<file path="src/rtl/icache_refill_pkg.sv">
// rtl/icache_refill_pkg.sv - shared types and helpers for the icache refill unit
package icache_refill_pkg;

  localparam int BEAT_W = 64;

  typedef logic [BEAT_W-1:0] beat_t;

  typedef enum logic [1:0] {
    IDLE,
    REQ,
    FILL,
    DRAIN
  } refill_state_t;

  function automatic logic [31:0] block_align(input logic [31:0] addr, input int unsigned block_bytes);
    return addr & ~(32'(block_bytes) - 32'd1);
  endfunction

endpackage

</file>
<file path="src/rtl/refill_beat_fifo.sv">
// rtl/refill_beat_fifo.sv - small synchronous beat FIFO with fall-through head and flush
module refill_beat_fifo #(
  parameter int DEPTH = 2,
  parameter int WIDTH = 64
) (
  input  logic             clk_i,
  input  logic             reset_i,
  input  logic             flush_i,
  input  logic             push_i,
  input  logic             pop_i,
  input  logic [WIDTH-1:0] wdata_i,
  output logic [WIDTH-1:0] rdata_o,
  output logic             full_o,
  output logic             empty_o
);

  localparam int AW = $clog2(DEPTH);

  logic [WIDTH-1:0] mem_q [DEPTH];
  logic [AW:0]      wr_ptr_q;
  logic [AW:0]      rd_ptr_q;
  logic             do_push;
  logic             do_pop;

  // Pointers carry one wrap bit so full and empty are distinguishable.
  assign empty_o = (wr_ptr_q == rd_ptr_q);
  assign full_o  = (wr_ptr_q[AW] != rd_ptr_q[AW]) && (wr_ptr_q[AW-1:0] == rd_ptr_q[AW-1:0]);
  assign do_pop  = pop_i && !empty_o;
  assign do_push = push_i && (!full_o || do_pop);
  assign rdata_o = mem_q[rd_ptr_q[AW-1:0]];

  always_ff @(posedge clk_i or negedge reset_i) begin
    if (!reset_i) begin
      wr_ptr_q <= '0;
      rd_ptr_q <= '0;
    end else if (flush_i) begin
      wr_ptr_q <= '0;
      rd_ptr_q <= '0;
    end else begin
      if (do_push) wr_ptr_q <= wr_ptr_q + 1'b1;
      if (do_pop)  rd_ptr_q <= rd_ptr_q + 1'b1;
    end
  end

  always_ff @(posedge clk_i) begin
    if (do_push && !flush_i) mem_q[wr_ptr_q[AW-1:0]] <= wdata_i;
  end

endmodule

</file>
<file path="src/rtl/icache_refill_unit.sv">
// rtl/icache_refill_unit.sv - L1 icache refill engine: burst read, beat buffering, abort handling
// Optional perf counters under ICACHE_REFILL_PERF_EN.
module icache_refill_unit #(
  parameter int B      = 64,
  parameter int BEAT_W = icache_refill_pkg::BEAT_W,
  parameter int FIFO_D = 2
) (
  input  logic              clk_i,
  input  logic              reset_i,
  input  logic              miss_req_i,
  input  logic [31:0]       miss_addr_i,
  input  logic              abort_i,
  input  logic              ic_repl_permit_i,
  output logic [BEAT_W-1:0] rep_word_o,
  output logic              l2_repl_ready_o,
  output logic              mem_req_o,
  output logic [31:0]       mem_addr_o,
  input  logic              mem_gnt_i,
  input  logic              mem_rvalid_i,
  input  logic [BEAT_W-1:0] mem_rdata_i,
  output logic              mem_rready_o,
  output logic              refill_busy_o,
  output logic              refill_done_o
`ifdef ICACHE_REFILL_PERF_EN
  ,
  output logic [31:0]       perf_refills_o,
  output logic [31:0]       perf_stall_cyc_o,
  output logic [31:0]       perf_aborts_o
`endif
);
  import icache_refill_pkg::*;

  localparam int BEATS = B * 8 / BEAT_W;
  localparam int CW    = $clog2(BEATS) + 1;
  localparam logic [CW-1:0] BEATS_C = CW'(BEATS);

  refill_state_t     state_q, state_d;
  logic [31:0]       addr_q;
  logic [CW-1:0]     rx_cnt_q, tx_cnt_q;
  logic [BEAT_W-1:0] head;
  logic              fifo_full, fifo_empty, fifo_flush;
  logic              push, pop, beat_acc, rx_full_next;

  refill_beat_fifo #(
    .DEPTH (FIFO_D),
    .WIDTH (BEAT_W)
  ) u_fifo (
    .clk_i   (clk_i),
    .reset_i (reset_i),
    .flush_i (fifo_flush),
    .push_i  (push),
    .pop_i   (pop),
    .wdata_i (mem_rdata_i),
    .rdata_o (head),
    .full_o  (fifo_full),
    .empty_o (fifo_empty)
  );

  assign l2_repl_ready_o = (state_q == FILL) && !fifo_empty;
  assign pop             = l2_repl_ready_o && ic_repl_permit_i;
  // Beats beyond the block are never requested, so stop accepting once all have arrived.
  assign mem_rready_o    = (state_q == DRAIN) ||
                           ((state_q == FILL) && (rx_cnt_q != BEATS_C) && (!fifo_full || pop));
  assign beat_acc        = mem_rvalid_i && mem_rready_o;
  assign push            = beat_acc && (state_q == FILL);
  assign rx_full_next    = ((rx_cnt_q + CW'(beat_acc)) == BEATS_C);
  assign rep_word_o      = l2_repl_ready_o ? head : '0;
  assign mem_req_o       = (state_q == REQ);
  assign mem_addr_o      = addr_q;
  assign refill_busy_o   = (state_q != IDLE);

  always_comb begin
    state_d       = state_q;
    refill_done_o = 1'b0;
    fifo_flush    = 1'b0;
    case (state_q)
      IDLE: begin
        fifo_flush = 1'b1;
        if (miss_req_i && !abort_i) state_d = REQ;
      end
      REQ: begin
        if (mem_gnt_i)    state_d = abort_i ? DRAIN : FILL;
        else if (abort_i) state_d = IDLE;
      end
      FILL: begin
        if (abort_i) begin
          fifo_flush = 1'b1;
          state_d    = rx_full_next ? IDLE : DRAIN;
        end else if (pop && (tx_cnt_q == BEATS_C - CW'(1))) begin
          refill_done_o = 1'b1;
          state_d       = IDLE;
        end
      end
      DRAIN: begin
        fifo_flush = 1'b1;
        if (rx_full_next) state_d = IDLE;
      end
      default: state_d = IDLE;
    endcase
  end

  always_ff @(posedge clk_i or negedge reset_i) begin
    if (!reset_i) begin
      state_q  <= IDLE;
      addr_q   <= '0;
      rx_cnt_q <= '0;
      tx_cnt_q <= '0;
    end else begin
      state_q <= state_d;
      if ((state_q == IDLE) && (state_d == REQ)) begin
        addr_q   <= block_align(miss_addr_i, B);
        rx_cnt_q <= '0;
        tx_cnt_q <= '0;
      end else begin
        if (beat_acc) rx_cnt_q <= rx_cnt_q + 1'b1;
        if (pop)      tx_cnt_q <= tx_cnt_q + 1'b1;
      end
    end
  end

`ifdef ICACHE_REFILL_PERF_EN
  logic abort_evt;
  assign abort_evt = abort_i && ((state_q == REQ) || (state_q == FILL));

  always_ff @(posedge clk_i or negedge reset_i) begin
    if (!reset_i) begin
      perf_refills_o   <= '0;
      perf_stall_cyc_o <= '0;
      perf_aborts_o    <= '0;
    end else begin
      if (refill_done_o && (perf_refills_o != '1))     perf_refills_o   <= perf_refills_o + 1'b1;
      if (refill_busy_o && (perf_stall_cyc_o != '1))   perf_stall_cyc_o <= perf_stall_cyc_o + 1'b1;
      if (abort_evt && (perf_aborts_o != '1))          perf_aborts_o    <= perf_aborts_o + 1'b1;
    end
  end
`endif

  // Response beats may only arrive while a burst is outstanding.
  assert property (@(posedge clk_i) disable iff (!reset_i)
    mem_rvalid_i |-> ((state_q == FILL) || (state_q == DRAIN)));

endmodule

</file>
<file path="config.mk">
export PLATFORM = sky130hd
export DESIGN_NAME = icache_refill_unit
export DESIGN_NICKNAME = d
export VERILOG_FILES = /design/src/rtl/icache_refill_pkg.sv /design/src/rtl/refill_beat_fifo.sv /design/src/rtl/icache_refill_unit.sv
export SDC_FILE = /design/constraint.sdc
export NUM_CORES = 1
export LEC_CHECK = 0
export ABC_AREA = 1
export BUFFER_PORTS_ARGS = -buffer_cell sky130_fd_sc_hd__buf_2
export CORE_ASPECT_RATIO = 0.9
export CORE_MARGIN = 3
export CORE_UTILIZATION = 29
export DETAILED_ROUTE_END_ITERATION = 8
export PLACE_DENSITY_LB_ADDON = 0.05
export RECOVER_POWER = 25
export SLEW_MARGIN = 10
export SYNTH_ARGS = -nofsm -noshare
export SYNTH_HDL_FRONTEND = slang
export SYNTH_SLANG_ARGS = --single-unit
</file>
<file path="constraint.sdc">
create_clock -name clk_i -period 11.45 [get_ports clk_i]
set_input_delay 1.7175 -clock clk_i [delete_from_list [all_inputs] [get_ports clk_i]]
set_output_delay 1.7175 -clock clk_i [all_outputs]
set_load 0.02 [all_outputs]
</file>
==> flow_summary.json, run 1 <==
{
  "r2r_setup_slack_ns": 7.43,
  "wire_per_inst_um": 15.7,
  "fp.dieW_um": 170,
  "crit_path_max_incr_delay_ns": 0.63,
  "drtIter0Drc": 250,
  "grt_remaining_overflow": 0,
  "maxSlewHeadroom": 0.345,
  "busiest_layer": "met2",
  "postSynthCellCount": 636,
  "grt_pass1_vias": 5080,
  "multiInputGateArea_um2": 1870,
  "irDropWorstVdd_uv": 92.3,
  "skew_ns": 0.0162,
  "drc_errors": 0,
  "dr.pass1.iters": 5,
  "cts_setup_buffers": 0,
  "start_util": 0.299,
  "period_minus_slack_ns": 4.61,
  "ys_seq_elements": 168,
  "detailroute.via_count": 4969,
  "setup_ws_ns": 6.84,
  "syn_area_um2": 7050,
  "rsz0062_at_grt": "false",
  "cts_buffers": 17,
  "die_area_um2": 26200,
  "cts-root-buf": "clkbuf_16",
  "yosysWarnings": 0,
  "grt_util_met1": 0.162,
  "path_cells": "inv_2, buf_4, nand2_1, nand2_1, a21oi_2, inv_2, buf_4, a21oi_1, buf_2",
  "place_hpwl_um": 11100,
  "path_clk_slew_ns": 0.06,
  "min_path_cells": 2,
  "r2r_cells": 24,
  "clock_latency_ns": 0.43,
  "yosysSeqAreaShare": 0.687,
  "drive_gt1_frac": 0.266,
  "arrival_ns": 2.89,
  "yosysUniqueCellTypes": 28,
  "critPathLaunchType": "flip-flop",
  "ant_nets": 0,
  "crit_path_top_delay_cell": "buf_4",
  "hold_end": "u_fifo.rd_ptr_q[1]",
  "place_congestion": 0.750,
  "clock-sinks": 168,
  "endpoint_kind": "output pin",
  "cts_tree": "yes",
  "grt_use_total": 0.137,
  "setup_violations": 0,
  "critPathMaxFanout": 67,
  "synth_top_area_frac": 0.545,
  "reg2reg_from": "u_fifo.rd_ptr_q[0]",
  "met3_usage": 0.0494,
  "fmax_ghz": 0.217,
  "cts_resized": 0,
  "synth_top_cell_by_area": "edfxtp_1",
  "ioPinCount": 204,
  "hold_class": "flip-flop to flip-flop",
  "holdBufCountCts": 0,
  "wl_um": 17800,
  "hold_start": "u_fifo.rd_ptr_q[1]",
  "ys_top_cells_by_area": "edfxtp_1, dfrtp_1, nand2_1",
  "fin_crit_sh": 0.403,
  "leakagePower_uw": 0.00389,
  "maxSlewViolCount": 0,
  "fin_util": 0.376,
  "grt_max_degree": 68,
  "dp_slack_ns": 6.67,
  "area_delta_synth_final_pct": 25.8,
  "via_per_inst": 4.36,
  "postSynthAreaPerCell_um2": 11.1,
  "cts_buffer_depth": 2,
  "reg2reg_to": "mem_addr_o[12]",
  "fillers": 2384,
  "hold_viol": 0,
  "tightest_slew_ns": 0.983,
  "rows": 53,
  "seq_area_um2": 4850,
  "nets": 936,
  "antenna_found_initial": 6,
  "core_um2": 23600,
  "cap_violations": 0,
  "powerDensity_nw_per_um2": 225,
  "finalSetupTns_ns": 0,
  "cts-htree-levels": 4,
  "die_h_um": 154,
  "outcome": "completed",
  "gr-usage-met2": 0.232,
  "grt_first_pass_wirelength_um": 27700,
  "port_buffers": 191,
  "critical_path_required_ns": 9.73,
  "worst-setup-path-type": "flip-flop to output pin"
}
metal layers:
metal / up-vias / wire [µm]
met1: 2353 / 7520
met5: - / 56
met2: 112 / 8890
met3: 25 / 1110
met4: 10 / 274
li1: 2469 / -
power breakdown:
part           switching, µW  internal [µW]
sequential              45.5            749
clock                    250            349
combinational            419            182
total                    715           1280
metrics by stage:
stage	total power, µW	cells	hold slack, ns	cell area, µm²
2_1_floorplan	1230	641	0.515	7070
3_3_place_gp	1410	1106	0.535	8280
3_5_place_dp	1430	1106	0.547	8280
4_1_cts	2030	1138	0.562	8900
5_1_grt	2130	1139	0.569	8870
6_report	2000	1139	0.564	8870
state kept, by name (all words and copies together), names as in the netlist:
signal,cells
u_fifo.mem_q,128
tx_cnt_q,4
rx_cnt_q,4
u_fifo.rd_ptr_q,2
state_q,2
u_fifo.wr_ptr_q,2
mem_addr_o,26
final cells by class:
type / instances / share of cell area
inverter: 53 / 0.0224
timing repair buffer: 196 / 0.109
multi-input combinational: 387 / 0.211
clock buffer: 18 / 0.0484
tap: 302 / 0.0426
clock inverter: 14 / 0.0207
antenna: 1 / 0.000282
sequential: 168 / 0.546
placed cells by master (no fill, tap or decap), drive strengths merged:
master / instances
a21boi: 1
a21oi: 73
buf: 176
bufinv: 3
clkbuf: 38
clkinv: 3
clkinvlp: 2
conb: 6
dfrtp: 40
diode: 1
edfxtp: 128
ha: 10
inv: 59
nand2: 228
nand3: 11
nand4: 1
nor2: 20
nor3b: 1
o211ai: 1
o21ai: 5
o21bai: 26
xor2: 4
synthesized netlist by cell type (all sizes together):
library cell / count
nand2: 228
edfxtp: 128
a21oi: 73
inv: 53
dfrtp: 40
o21bai: 26
clkbuf: 20
nor2: 20
buf: 13
nand3: 11
ha: 10
o21ai: 5
xor2: 4
a21boi: 1
conb: 1
nand4: 1
nor3b: 1
o211ai: 1
cells by family (layout without fill, tap and decap cells):
kind of cell	count (synthesis)	after routing	synth area share
buffers and inverters	86	281	0.0529
adder cells (fa/ha/maj)	10	10	0.0177
AO/OA/AOI/OAI	106	106	0.0873
AND/OR/NAND/NOR	261	261	0.150
XOR/XNOR	4	4	0.00497
other	1	7	0.000532
flip-flops	168	168	0.687
worst max path at each step:
stage                       startpoint            endpoint  slack [ns]
floorplan             ic_repl_permit_i  u_fifo.mem_q[1][0]        5.91
global placement      ic_repl_permit_i      mem_addr_o[31]        6.74
detailed placement    ic_repl_permit_i      mem_addr_o[21]        6.67
CTS                 u_fifo.rd_ptr_q[0]      rep_word_o[37]        6.72
global route        u_fifo.rd_ptr_q[0]      rep_word_o[37]        6.52
finish              u_fifo.rd_ptr_q[0]      rep_word_o[37]        6.84
worst max-delay path, delay by kind of cell (launching register included):
family,cells,cell delay [ns]
AO/OA/AOI/OAI,2,0.24
buffers and inverters,5,1.54
flip-flops,1,0.40
AND/OR/NAND/NOR,2,0.25
Note: power is estimated with default switching activity, not from simulation.
==> run 2, diff against run 1 <==
clock period = 4.15 ns   (was 11.45 ns; I/O delays follow)
==> flow_summary.json, run 2 (synthesis gave the netlist of run 1 again) <==
{
  "die_h_um": 154,
  "fp.dieW_um": 170,
  "skew_ns": 0.0141,
  "detailroute.via_count": 4977,
  "fin_crit_sh": 0.880,
  "wl_um": 17700,
  "fmax_ghz": 0.274,
  "hold_class": "primary input to asynchronous set/reset pin",
  "drc_errors": 0,
  "grt_max_degree": 67,
  "outcome": "completed",
  "start_util": 0.299,
  "leakagePower_uw": 0.00388,
  "final_common_cell": "nand2_1",
  "die_area_um2": 26200,
  "cts-root-buf": "clkbuf_16",
  "final_cell_mix": "nand2_1, buf_2, edfxtp_1, a21oi_1, inv_1",
  "cts_buffers": 17,
  "p_total_uw": 5490,
  "largest_reg_flops": 128,
  "setup_ws_ns": 0.499,
  "antenna_found_initial": 4,
  "hold_ws_ns": 0.342,
  "wire_per_inst_um": 15.5,
  "worst-setup-path-type": "flip-flop to flip-flop",
  "cap_violations": 0,
  "port_buffers": 191,
  "rsz0062_at_grt": "false",
  "maxSlewHeadroom": 0.371,
  "hold_viol": 0,
  "path_clk_slew_ns": 0.07,
  "grt_first_pass_wirelength_um": 27800,
  "tightest_slew_ns": 0.943,
  "irDropWorstVdd_uv": 269,
  "core_um2": 23600,
  "cts_setup_buffers": 0,
  "finalSetupTns_ns": 0,
  "grt_pass1_vias": 5161,
  "clock-sinks": 168,
  "via_per_inst": 4.37,
  "dp_slack_ns": 0.451,
  "critPathMaxFanout": 34,
  "powerDensity_nw_per_um2": 617,
  "arrival_ns": 4.01,
  "drive_gt1_frac": 0.262,
  "maxSlewViolCount": 0,
  "clock_latency_ns": 0.42,
  "ant_nets": 0,
  "period_minus_slack_ns": 3.65,
  "grt_use_total": 0.136,
  "critical_path_required_ns": 4.51,
  "drtIter0Drc": 215,
  "critPathLaunchType": "flip-flop",
  "cts_tree": "yes",
  "final_cells": 1140,
  "setup_violations": 0,
  "cts_resized": 0,
  "area_delta_synth_final_pct": 26.2,
  "grt_remaining_overflow": 0,
  "rows": 53,
  "holdBufCountCts": 0,
  "cts-htree-levels": 4,
  "cts_buffer_depth": 2,
  "endpoint_kind": "flip-flop",
  "fillers": 2348,
  "place_congestion": 0.762,
  "placedCellCount": 1106,
  "place_hpwl_um": 11200,
  "ioPinCount": 204,
  "dr.pass1.iters": 4,
  "nets": 936
}
[run 2: report_power, final]
group	total [µW]	leakage (µW)	switching (µW)	internal [µW]
sequential	2200	0.00166	131	2060
clock	1650	0.000293	684	963
combinational	1650	0.00194	1150	506
[run 2: routing by layer]
metal	routed length [µm]	vias to the layer above	track usage
met4	192	6	0.0359
met1	7630	2365	0.164
met5	28	-	0
met3	1100	20	0.0460
met2	8760	113	0.232
li1	-	2473	-
[run 2: layout make-up]
cell class,instances,area (µm²),share of cell area
clock inverter,14,186,0.0210
sequential,168,4850,0.545
multi-input combinational,387,1870,0.210
inverter,53,199,0.0224
timing repair buffer,196,987,0.111
clock buffer,18,429,0.0482
antenna,2,5.00,0.000562
tap,302,378,0.0425
[run 2: final timing paths]
kind                                    start             endpoint  slack, ns  cells past startpoint
min                                   reset_i       mem_addr_o[31]       0.34                      1
max reg2reg                        state_q[0]       mem_addr_o[24]       0.50                     21
min reg2reg                u_fifo.rd_ptr_q[1]   u_fifo.rd_ptr_q[1]       0.55                      2
max in group asynchronous             reset_i   u_fifo.rd_ptr_q[0]       3.13                      1
max                                state_q[0]       mem_addr_o[24]       0.50                     21
min in group clk_i            mem_rdata_i[37]  u_fifo.mem_q[0][37]       0.39                      1
[run 2: through the flow]
stage	utilization	area, µm²
after detailed placement	0.352	8310
after floorplan	-	7080
after global routing	0.377	8900
after global placement	0.352	8310
final	0.377	8900
after CTS	0.378	8920
[run 2: critical path, stage by stage, from the launching register on]
cell and delay, ns:
dfrtp_1 0.43, inv_1 0.15, ha_1 0.22, inv_1 0.11, nor2_2 0.19, nand2_1 0.13, a21boi_4 0.23, ha_1 0.23
ha_1 0.24, nor2_1 0.10, nand2_1 0.05, nor2_1 0.10, nand3_2 0.10, nor2_1 0.13, nor2_2 0.05, nand2_1 0.06
nand2_1 0.05, nand2_2 0.08, nand2_4 0.20, nor2_8 0.48, nand2_1 0.11, nand2_1 0.09
